[src/rtl/hazard_pkg.sv]
// Shared types and constants for the pipeline hazard unit.
package hazard_pkg;

  localparam int unsigned HZ_REG_W = 5;

  typedef logic [HZ_REG_W-1:0] regbits_t;

  typedef enum logic [1:0] {
    StRun     = 2'd0,
    StMemWait = 2'd1,
    StHalted  = 2'd2
  } hz_state_t;

  localparam int unsigned HZ_STATES = 3;

endpackage

[src/rtl/hazard_cmp.sv]
// Load-use comparator: flags a load in EX whose destination feeds the instruction in ID.
// Register 0 is hard-wired to zero, so it never creates a dependency.
module hazard_cmp #(
  parameter int unsigned REG_W = 5
) (
  input  logic [REG_W-1:0] id_rs,
  input  logic [REG_W-1:0] id_rt,
  input  logic [REG_W-1:0] ex_rd,
  input  logic             ex_memread,
  output logic             load_use
);

  // Match either source against the load destination, masking r0.
  always_comb begin
    load_use = ex_memread && (ex_rd != '0) && ((ex_rd == id_rs) || (ex_rd == id_rt));
  end

endmodule

[src/rtl/hazard_unit.sv]
// Pipeline hazard unit: stalls, bubbles and flushes for the 5-stage datapath.
// Optional statistics counters are built when HAZARD_STATS_EN is defined; otherwise the
// counter ports are tied to zero.
module hazard_unit
  import hazard_pkg::*;
#(
  parameter int unsigned REG_W = 5,
  parameter int unsigned CNT_W = 32
) (
  input  logic             CLK,
  input  logic             RST,
  input  logic [REG_W-1:0] id_rs,
  input  logic [REG_W-1:0] id_rt,
  input  logic [REG_W-1:0] ex_rd,
  input  logic             ex_memread,
  input  logic             mem_dreq,
  input  logic             dhit,
  input  logic             ihit,
  input  logic             mem_branch,
  input  logic             wb_halt,
  output logic             pc_en,
  output logic             ifid_en,
  output logic             idex_en,
  output logic             exmem_en,
  output logic             memwb_en,
  output logic             ifid_flush,
  output logic             idex_flush,
  output logic             exmem_flush,
  output logic             halted,
  output logic [CNT_W-1:0] stall_cnt,
  output logic [CNT_W-1:0] flush_cnt
);

  hz_state_t state_q, state_d;
  logic      load_use;
  logic      branch_fire;

  hazard_cmp #(
    .REG_W(REG_W)
  ) u_cmp (
    .id_rs     (id_rs),
    .id_rt     (id_rt),
    .ex_rd     (ex_rd),
    .ex_memread(ex_memread),
    .load_use  (load_use)
  );

  // State register; reset drops straight back to RUN from any state.
  always_ff @(posedge CLK or posedge RST) begin
    if (RST) begin
      state_q <= StRun;
    end else begin
      state_q <= state_d;
    end
  end

  // Priority decode of enables/flushes and next state.
  always_comb begin
    state_d     = state_q;
    pc_en       = 1'b0;
    ifid_en     = 1'b0;
    idex_en     = 1'b0;
    exmem_en    = 1'b0;
    memwb_en    = 1'b0;
    ifid_flush  = 1'b0;
    idex_flush  = 1'b0;
    exmem_flush = 1'b0;
    branch_fire = 1'b0;
    halted      = 1'b0;
    unique case (state_q)
      StRun: begin
        if (wb_halt) begin
          // Let the halt retire through WB, freeze everything upstream.
          memwb_en = 1'b1;
          state_d  = StHalted;
        end else if (mem_dreq && !dhit) begin
          state_d = StMemWait;
        end else if (mem_branch) begin
          {pc_en, ifid_en, idex_en, exmem_en, memwb_en} = 5'b11111;
          {ifid_flush, idex_flush, exmem_flush}         = 3'b111;
          branch_fire = 1'b1;
        end else if (load_use) begin
          // Hold PC and IF/ID, inject one bubble into EX.
          {idex_en, exmem_en, memwb_en} = 3'b111;
          idex_flush = 1'b1;
        end else if (!ihit) begin
          // Fetch not ready: push a bubble into ID, let the rest drain.
          {ifid_en, idex_en, exmem_en, memwb_en} = 4'b1111;
          ifid_flush = 1'b1;
        end else begin
          {pc_en, ifid_en, idex_en, exmem_en, memwb_en} = 5'b11111;
        end
      end
      StMemWait: begin
        // WB is frozen here, so wb_halt is deliberately ignored.
        if (dhit) begin
          {pc_en, ifid_en, idex_en, exmem_en, memwb_en} = 5'b11111;
          state_d = StRun;
          if (mem_branch) begin
            {ifid_flush, idex_flush, exmem_flush} = 3'b111;
            branch_fire = 1'b1;
          end
        end
      end
      StHalted: begin
        halted = 1'b1;
      end
      default: begin
        state_d = StRun;
      end
    endcase
  end

`ifdef HAZARD_STATS_EN
  localparam logic [CNT_W-1:0] CntOne = 1;

  logic [CNT_W-1:0] stall_cnt_q, flush_cnt_q;

  // Event counters; wrap naturally at 2^CNT_W.
  always_ff @(posedge CLK or posedge RST) begin
    if (RST) begin
      stall_cnt_q <= '0;
      flush_cnt_q <= '0;
    end else begin
      if (!pc_en && (state_q != StHalted)) begin
        stall_cnt_q <= stall_cnt_q + CntOne;
      end
      if (branch_fire) begin
        flush_cnt_q <= flush_cnt_q + CntOne;
      end
    end
  end

  assign stall_cnt = stall_cnt_q;
  assign flush_cnt = flush_cnt_q;
`else
  assign stall_cnt = '0;
  assign flush_cnt = '0;
`endif

endmodule
[config.mk]
export PLATFORM = sky130hd
export DESIGN_NAME = hazard_unit
export DESIGN_NICKNAME = d
export VERILOG_FILES = /design/src/rtl/hazard_pkg.sv /design/src/rtl/hazard_cmp.sv /design/src/rtl/hazard_unit.sv
export SDC_FILE = /design/constraint.sdc
export NUM_CORES = 1
export LEC_CHECK = 0
export ABC_AREA = 1
export CORE_UTILIZATION = 26
export CTS_BUF_LIST = sky130_fd_sc_hd__clkbuf_8
export DETAILED_ROUTE_END_ITERATION = 6
export PLACE_DENSITY = 0.83
export RECOVER_POWER = 25
export SLEW_MARGIN = 10
export SYNTH_ARGS = -nofsm -noshare
export SYNTH_HDL_FRONTEND = slang
export SYNTH_SLANG_ARGS = --single-unit
[constraint.sdc]
create_clock -name CLK -period 1.17 [get_ports CLK]
set_input_delay 0.2925 -clock CLK [delete_from_list [all_inputs] [get_ports CLK]]
set_output_delay 0.2925 -clock CLK [all_outputs]
set_load 0.005 [all_outputs]
==> Yosys cells after proc, flatten, opt, wreduce, memory -nomap -nowiden <==
Cells that the tools add are included.
{ "word_totals": {"latch_bits": 0, "ff_bits": 2, "memories": 0, "romBits": 0, "mem_bits_rw": 0, "out_inout_bits": 73, "word_cells": 54, "in_bits": 23} }
{ "classes": {"addsub": 0, "n_bitwise": 1, "reduce_logical": 8, "order_cmp": 0, "div": 0, "mul": 0, "eq_ne": 6, "n_shift": 0, "n_mux": 38} }
{ "ops": {"columns": ["op", "count"], "rows": [
  ["$mux W1", 27],
  ["$pmux W1 S2", 7],
  ["$eq A5 B5 Y1", 2],
  ["$mux W2", 3],
  ["$pmux W2 S3", 1],
  ["$reduce_bool A5 Y1", 1],
  ["$logic_and A1 B1 Y1", 3],
  ["$ne A3 B3 Y1 const B", 1],
  ["$reduce_and A3 Y1", 1],
  ["$eq A2 B1 Y1 const B", 1],
  ["$eq A2 B2 Y1 const B", 1],
  ["$logic_not A2 Y1", 1],
  ["$ne A2 B2 Y1 const B", 1],
  ["$logic_not A1 Y1", 1],
  ["$logic_or A1 B1 Y1", 1],
  ["$not A1 Y1", 1]
]} }

==> Depth between registers and ports, before layout <==
{ "logic_depth": {"word_depth": 8, "depth_mapped": 9, "ltp_nobuf": 9} }

==> Modules after synthesis <==
A second synthesis with hierarchy kept.
{ "hier_totals": {"cells_unflattened": 146, "hier_area_um2": 909.6} }
{ "by_module_without_submodules": {"columns": ["module", "n_inst", "cells_per_inst", "seq_area_each_um2", "area_per_inst_um2"], "rows": [
  ["hazard_unit", 1, 101, 50.0, 714.4],
  ["hazard_cmp", 1, 45, 0.0, 195.2]
]} }

==> Least setup slack after synthesis <==
OpenSTA, ideal clock, no wires.
{ "synth_path": {"kind": "flip-flop to output port", "startpoint": "register state_q[0]", "endpoint": "output ifid_flush", "path_slack_ns": -0.120, "t_required_ns": 0.877, "arrival_time_ns": 0.997, "path_stages_with_launch": 8, "path_buffers": 0, "cell_sequence": "dfrtp_1 -> nor2_2 -> nand3_1 -> nand2_1 -> nand2_1 -> o21ai_0 -> nand2_1 -> inv_1"} }
{ "synth_via": {"elab_chain_cells": 2, "elab_cells_between_ends": 3, "classes_between": "1 x eq/ne; 1 x mux; 1 x reduce/logical"} }
{ "synth_rtl": {"columns": ["item", "line", "text"], "rows": [
  ["from (decl)", "hazard_unit.sv:34", "hz_state_t state_q, state_d;"],
  ["from (signal assigned)", "hazard_unit.sv:51", "state_q <= StRun;"],
  ["from (signal assigned)", "hazard_unit.sv:53", "state_q <= state_d;"],
  ["$eq A2 B1 Y1 or $logic_not A2 Y1 (tied branches)", "hazard_unit.sv:70", "unique case (state_q)"],
  ["$pmux W1 S2 *", "hazard_unit.sv:70", null],
  ["to (decl)", "hazard_unit.sv:26", "output logic ifid_flush,"]
]} }
Every way passes the cells marked *; elsewhere a longest branch is shown, timed or not.

==> Final worst setup path <==
{ "layout_path": {"startpoint": "register state_q[1]", "endpoint": "output idex_flush"} }
{ "layout_via": {"elab_chain_cells": 2, "elab_cells_between_ends": 3, "classes_between": "1 x eq/ne; 1 x mux; 1 x reduce/logical"} }
{ "layout_rtl": {"columns": ["item", "line", "text"], "rows": [
  ["$eq A2 B1 Y1 or $logic_not A2 Y1 (tied branches)", "hazard_unit.sv:70", null],
  ["$pmux W1 S2 *", "hazard_unit.sv:70", null],
  ["to (decl)", "hazard_unit.sv:27", "output logic idex_flush,"]
]} }
Marks and branches as above.

==> reports/qor.yml <==
status:
  status: "finished, violations left"
  violations: "setup timing"
timing:
  hold_violations: 0
  fmax_mhz: 631
  maxSlewViolCount: 0
  finClkSkew_ps: 0.166
  rsz0062_at_grt: "true"
  worst_slack_ps: -415
  period_minus_slack_ps: 1580
  finalSetupTns_ps: -3050
  fin_crit_sh_pct: 135
  finalSetupViolations: 9
worst_hold_path:
  worstHoldPathType: "primary input to async pin"
placed_design:
  dp_hpwl_mm: 1.43
  io_buffers: 31
  place.gp.congestion: 0.715
floorplanning:
  die_h_um: 60.5
  dieWidth_um: 60.5
  die_area_um2: 3660
  fp-row-count: 20
  ios: 96
  fp.coreArea_um2: 3150
  initial_core_util_pct: 28.3
cts:
  clock_sinks: 2
  postCtsHoldBufs: 0
  cts_tree: "yes"
  clockBufferDepth: 2
  clk_pin_slew_ps: 30
  htreeDepth: 1
  numCtsBuffers: 3
  worstSkewPairLatency_ps: 210
  root_buffer: "clkbuf_8"
setup_path:
  max_stage_delay_ps: 380
  crit_required_ps: 880
  rrSetupSlack_ps: 10
  r2r-end: "state_q[0]"
  path_class: "flip-flop to output port"
  critPathTopFamily: "simple AND/OR/NAND/NOR gates"
  crit_fanout: 4
  cp.arrival_ps: 1290
  r2r_cells: 7
  worst-path-stages: 7
  r2r_start: "state_q[1]"
  cp_slowest_cell: "dfrtp_1"
  cp-end-kind: "output port"
  startpoint_type: "flip-flop"
  path_cells: "nor2_2, nand3_2, buf_6, inv_4, nand3_1, nand2_1, buf_2"
  critPathBufInv: 3
power:
  p_leak_nw: 0.787
  ir_drop_mv: 0.129
  power.total_mw: 0.554
  power.density_nw_per_um2: 454
yosys:
  synth_area_per_cell_um2: 6.02
  synth_edf_count: 0
  ys_seq_area_share_pct: 5.62
  synth.most_common_cell: "buf_4"
  syn_area_um2: 891
  synth_top_area_share_pct: 54.8
  ys_types: 18
  yosys_warnings: 0
  synth_area_leaders: "buf_4, nand2_1, inv_1"
  yosys.area.top_type: "buf_4"
  synthFlopType: "dfrtp_1"
  synthArstFlopShare_pct: 100
  synthCells: 148
  synth.top_cells.by_count: "buf_4, nand2_1, inv_1"
  yosys_register_bits: 2
route:
  finalWirelength_mm: 1.82
  drt_pass1_iterations: 3
  viasPerCell: 3.41
  drc: 0
  routed-via-count: 825
  wl_per_cell_um: 7.53
  antenna_left: 0
  initialDrtViolationCount: 16
global_route:
  overflow: 0
  met3_usage_pct: 0.640
  top_usage_layer: "met2"
  use_met1_pct: 8.73
  grt_pass1_wl_mm: 2.47
  grt_max_degree: 5
  track_usage_pct: 9.01
  grt_pass1_vias: 661
  grt_use_met2_pct: 19.0
  antenna_found_initial: 0
final_layout:
  registers.top_by_ff_count: "state_q"
  utilization_pct: 38.8
  reg.largest.list: "state_q x2"
  largest_reg_flops: 2
  regArea_um2: 50.0
  nNetsFinal: 223
  drive_above_1_share_pct: 37.9
  antennaDiodeCount: 0
  layout.filler_cells: 354
  area_delta_synth_final_pct: 37.2
  multi_input_area_um2: 583
flow_run:
  drv_cap: 0
==> through the flow <==
| step | instance area, um2 | hold WS [ps] | setup slack (ps) | cells |
|---|---|---|---|---|
| finish | 1220 | 381 | -415 | 242 |
| global route | 1220 | 382 | -495 | 242 |
| CTS | 1160 | 244 | -382 | 239 |
| detailed placement | 1070 | 461 | -1090 | 229 |
| global placement | 1070 | 452 | -1090 | 229 |
| floorplan | 1140 | 33.7 | -86.7 | 211 |
==> routing by layer <==
layer / part of all wire (%) / vias to the layer above / wire [um]
met5: 0 / - / 0
met4: 0.88 / 0 / 16
met3: 8.9 / 2 / 162
met2: 58 / 55 / 1050
met1: 33 / 355 / 595
li1: - / 413 / -
==> worst max-delay path by stage <==
stage                     slack (ps)       start          to
after CTS                       -380  state_q[1]  ifid_flush
after detailed placement       -1090    ex_rd[4]     ifid_en
final                           -410  state_q[1]  idex_flush
after global placement         -1090    ex_rd[4]     ifid_en
after floorplan                  -90  state_q[0]  ifid_flush
after global routing            -490  state_q[1]  ifid_flush
==> layout make-up <==
| type | count | share of cell area [%] |
|---|---|---|
| clock buffers | 3 | 3.38 |
| repair buffers | 49 | 33.1 |
| inverters | 22 | 7.27 |
| well taps | 44 | 4.50 |
| flip-flops and latches | 2 | 4.09 |
| multi-input cells | 122 | 47.7 |
==> cell usage in the layout, fill, tap and decap left out, drive strengths merged, types with 2 or more instances in the layout <==
| master | instances |
|---|---|
| clkbuf | 3 |
| o21ai | 3 |
| xnor2 | 2 |
| dfrtp | 2 |
| nand2 | 33 |
| conb | 64 |
| buf | 43 |
| nand3 | 8 |
| nor2 | 8 |
| dlygate4sd2 | 5 |
| inv | 21 |
==> where the power goes <==
part | total, mW | internal (mW) | switching [mW]
Clock | 0.267 | 0.217 | 0.0500
Combinational | 0.217 | 0.0926 | 0.125
Sequential | 0.0697 | 0.0697 | 0
==> repair_timing <==
action                     CTS  global route
pin swaps                   29             6
buffers inserted             8             4
setup endpoints to repair   10            10
resized for setup          136            15
==> cell families after synthesis <==
logic type | Yosys count | share of synthesized area (%)
XOR/XNOR | 2 | 1.97
flip-flops | 2 | 5.62
AND/OR/NAND/NOR | 51 | 24.9
other | 1 | 0.421
buffers and inverters | 87 | 64.0
AO/OA/AOI/OAI | 5 | 3.09
(Power assumes the default switching activity.)
==> RTL edit (same flow settings) <==
The parameter `CNT_W` goes from 32 to 64.
--- a/src/rtl/hazard_unit.sv
+++ b/src/rtl/hazard_unit.sv
@@ -5,7 +5,7 @@
   import hazard_pkg::*;
 #(
   parameter int unsigned REG_W = 5,
-  parameter int unsigned CNT_W = 32
+  parameter int unsigned CNT_W = 64
 ) (
   input  logic             CLK,
   input  logic             RST,
Interface: changed (resized flush_cnt and stall_cnt); port bits go from 96 to 160. No check against the original RTL was run, so the function may have changed too.
==> RTL edit against the original RTL <==
The run still ends with negative setup slack left. Sequential cell count unchanged. Setup slack got worse by 0.056 ns. Register-to-register slack better by 0.06 ns. Final area rose by 17%. Sequential share of layout area down 0.59 points. Clock skew increased by 0.00055 ns. First-iteration DRC count up 13%. Area after synthesis grew 54%. Total power increased by 4.3%. Die area grew 52%. Routed wire length increased by 21%. Hold slack better by 0.0098 ns. Count of clock-buffer cells in the layout is the same. Critical path type is now input port to output pin. Critical endpoint is now pc_en. Highest routed layer is now met3.
==> RTL edit: results (changes against the original RTL) <==
Route
  – DR iter-0 viols: 18 (+2)
  – Via count: 1004 (+22%)
  – DR WL/cell: 6.67 µm (-11%)
  – Drt pass-1 iters: 4 (+1)

Timing
  – Fin. max-slew vios: 0 (unchanged)
  – Worst Slack Setup Final: -0.471 ns (-0.0563 ns)
  – Clock skew: 0.000720 ns (+0.000555 ns)
  – Finish-stage setup viols: 9 (unchanged)

Layout
  – Layout cells sized above 1: 0.258 (-0.121)
  – Final nets: 285 (+28%)
  – Ant diodes: 0 (unchanged)
  – Leading registers by flop count: state_q (2)

Worst setup path
  – CP arrival: 1.35 ns (+0.06 ns)
  – Worst-path fanout max: 3 (-1)

Global routing
  – Global-route wire length before repair: 3.13 mm (+27%)
  – Largest net degree at the start of global routing: 5 (unchanged)
  – GRT Total Usage: 0.0731 (-0.0170)
  – Vias in the first global route: 763 (+15%)
  – Initial antenna violation count: 0 (unchanged)

Clock network
  – Clock transition at path regs: 0.03 ns (about the same)
  – Num CTS Buffers: 3 (unchanged)
  – H-tree Lvls: 1 (unchanged)
  – CTS root buf: clkbuf_8
  – CTS Buffer Depth: 2 (unchanged)
  – Clk_lat worst skew: 0.21 ns (about the same)

Status
  – Failing checks: negative setup slack
  – Outcome: finished with violations

Power and ir drop
  – Leak: 0.969 nW (+23%)
  – Max rail drop VDD: 0.157 mV (+21%)
  – Sw power: 0.214 mW (+22%)

Placed design
  – DPL Wire Length: 1.88 mm (+31%)
  – DP Area: 1360 µm² (+27%)
  – Routability congestion estimate: 0.719 (+0.56%)
  – I/O Buffers: 31 (unchanged)

Synthesis
  – Post-synth top flop: dfrtp_1
  – Synth Warn #: 0 (unchanged)
  – Top cells by area, synth: buf_4, nand2_1, inv_1, dfrtp_1, nand3_1
  – Post-synth top cells: buf_4, nand2_1, inv_1
  – FFs w/ async S/R, synth: 1.00 (unchanged)
  – Netlist cell types: 18 (unchanged)
  – Sequential area share after synthesis: 0.0365 (-0.0197)

Hold path
  – Min-Delay Path Class: input port to asynchronous set/reset pin
-- RTL edit: final timing paths --
path	end	start	cells past startpoint	slack, ns
setup / recovery	pc_en	mem_branch	5	-0.47
hold / removal	state_q[0]	RST	2	0.39
setup reg to reg	state_q[0]	state_q[1]	5	0.07
hold reg to reg	state_q[1]	state_q[0]	3	0.70
max in group asynchronous	state_q[1]	RST	2	0.67
min in group CLK	state_q[1]	wb_halt	4	0.64
-- RTL edit: layout make-up --
class	count	area, µm²
sequential	2	50.0
multi-input combinational	186	805
timing repair buffer	47	362
fill	563	3680
inverter	22	85.1
tap	70	87.6
clock buffer	3	41.3
-- RTL edit: cells by family after synthesis --
group | count (synthesis) | share of synthesized area
xor gates and xnor gates | 2 | 0.0128
AOI/OAI and AO/OA | 5 | 0.0201
DFF | 2 | 0.0365
other | 1 | 0.00273
buffers and inverters | 151 | 0.766
and+or+nand+nor | 51 | 0.162
-- RTL edit: power by group through the flow --
stage	Combinational, mW	Clock, mW	Sequential [mW]
finish	0.245	0.264	0.0698
global route	0.301	0.280	0.0697
CTS	0.234	0.271	0.0698
detailed placement	0.252	0	0.0704
global placement	0.249	0	0.0704
floorplan	0.456	0	0.0704
-- RTL edit: stage by stage --
stage | setup TNS [ns] | setup WS [ns] | instances
6_report | -3.07 | -0.471 | 330
5_1_grt | -3.76 | -0.539 | 330
4_1_cts | -3.05 | -0.467 | 331
3_5_place_dp | -8.45 | -1.14 | 321
3_3_place_gp | -8.10 | -1.08 | 321
2_1_floorplan | -0.125 | -0.0867 | 339
-- RTL edit: per-layer routing --
layer	share of wire	track usage	vias to the layer above	wire (µm)
li1	-	-	470	-
met2	0.60	0.148	86	1330
met3	0.099	0.00937	0	217
met1	0.30	0.0751	448	657
met4	0	0.0273	0	0
met5	0	0	-	0
-- RTL edit: repair_timing --
item                       CTS  global route
buffers inserted             7             0
resized for setup          114            12
setup endpoints to repair   10            10
pin swaps                   29            17
-- RTL edit: critical path, cell delays in order --
cell             delay [ns]
clkdlybuf4s50_1        0.47
or2_2                  0.33
nand3_2                0.07
nand2_1                0.05
buf_2                  0.13
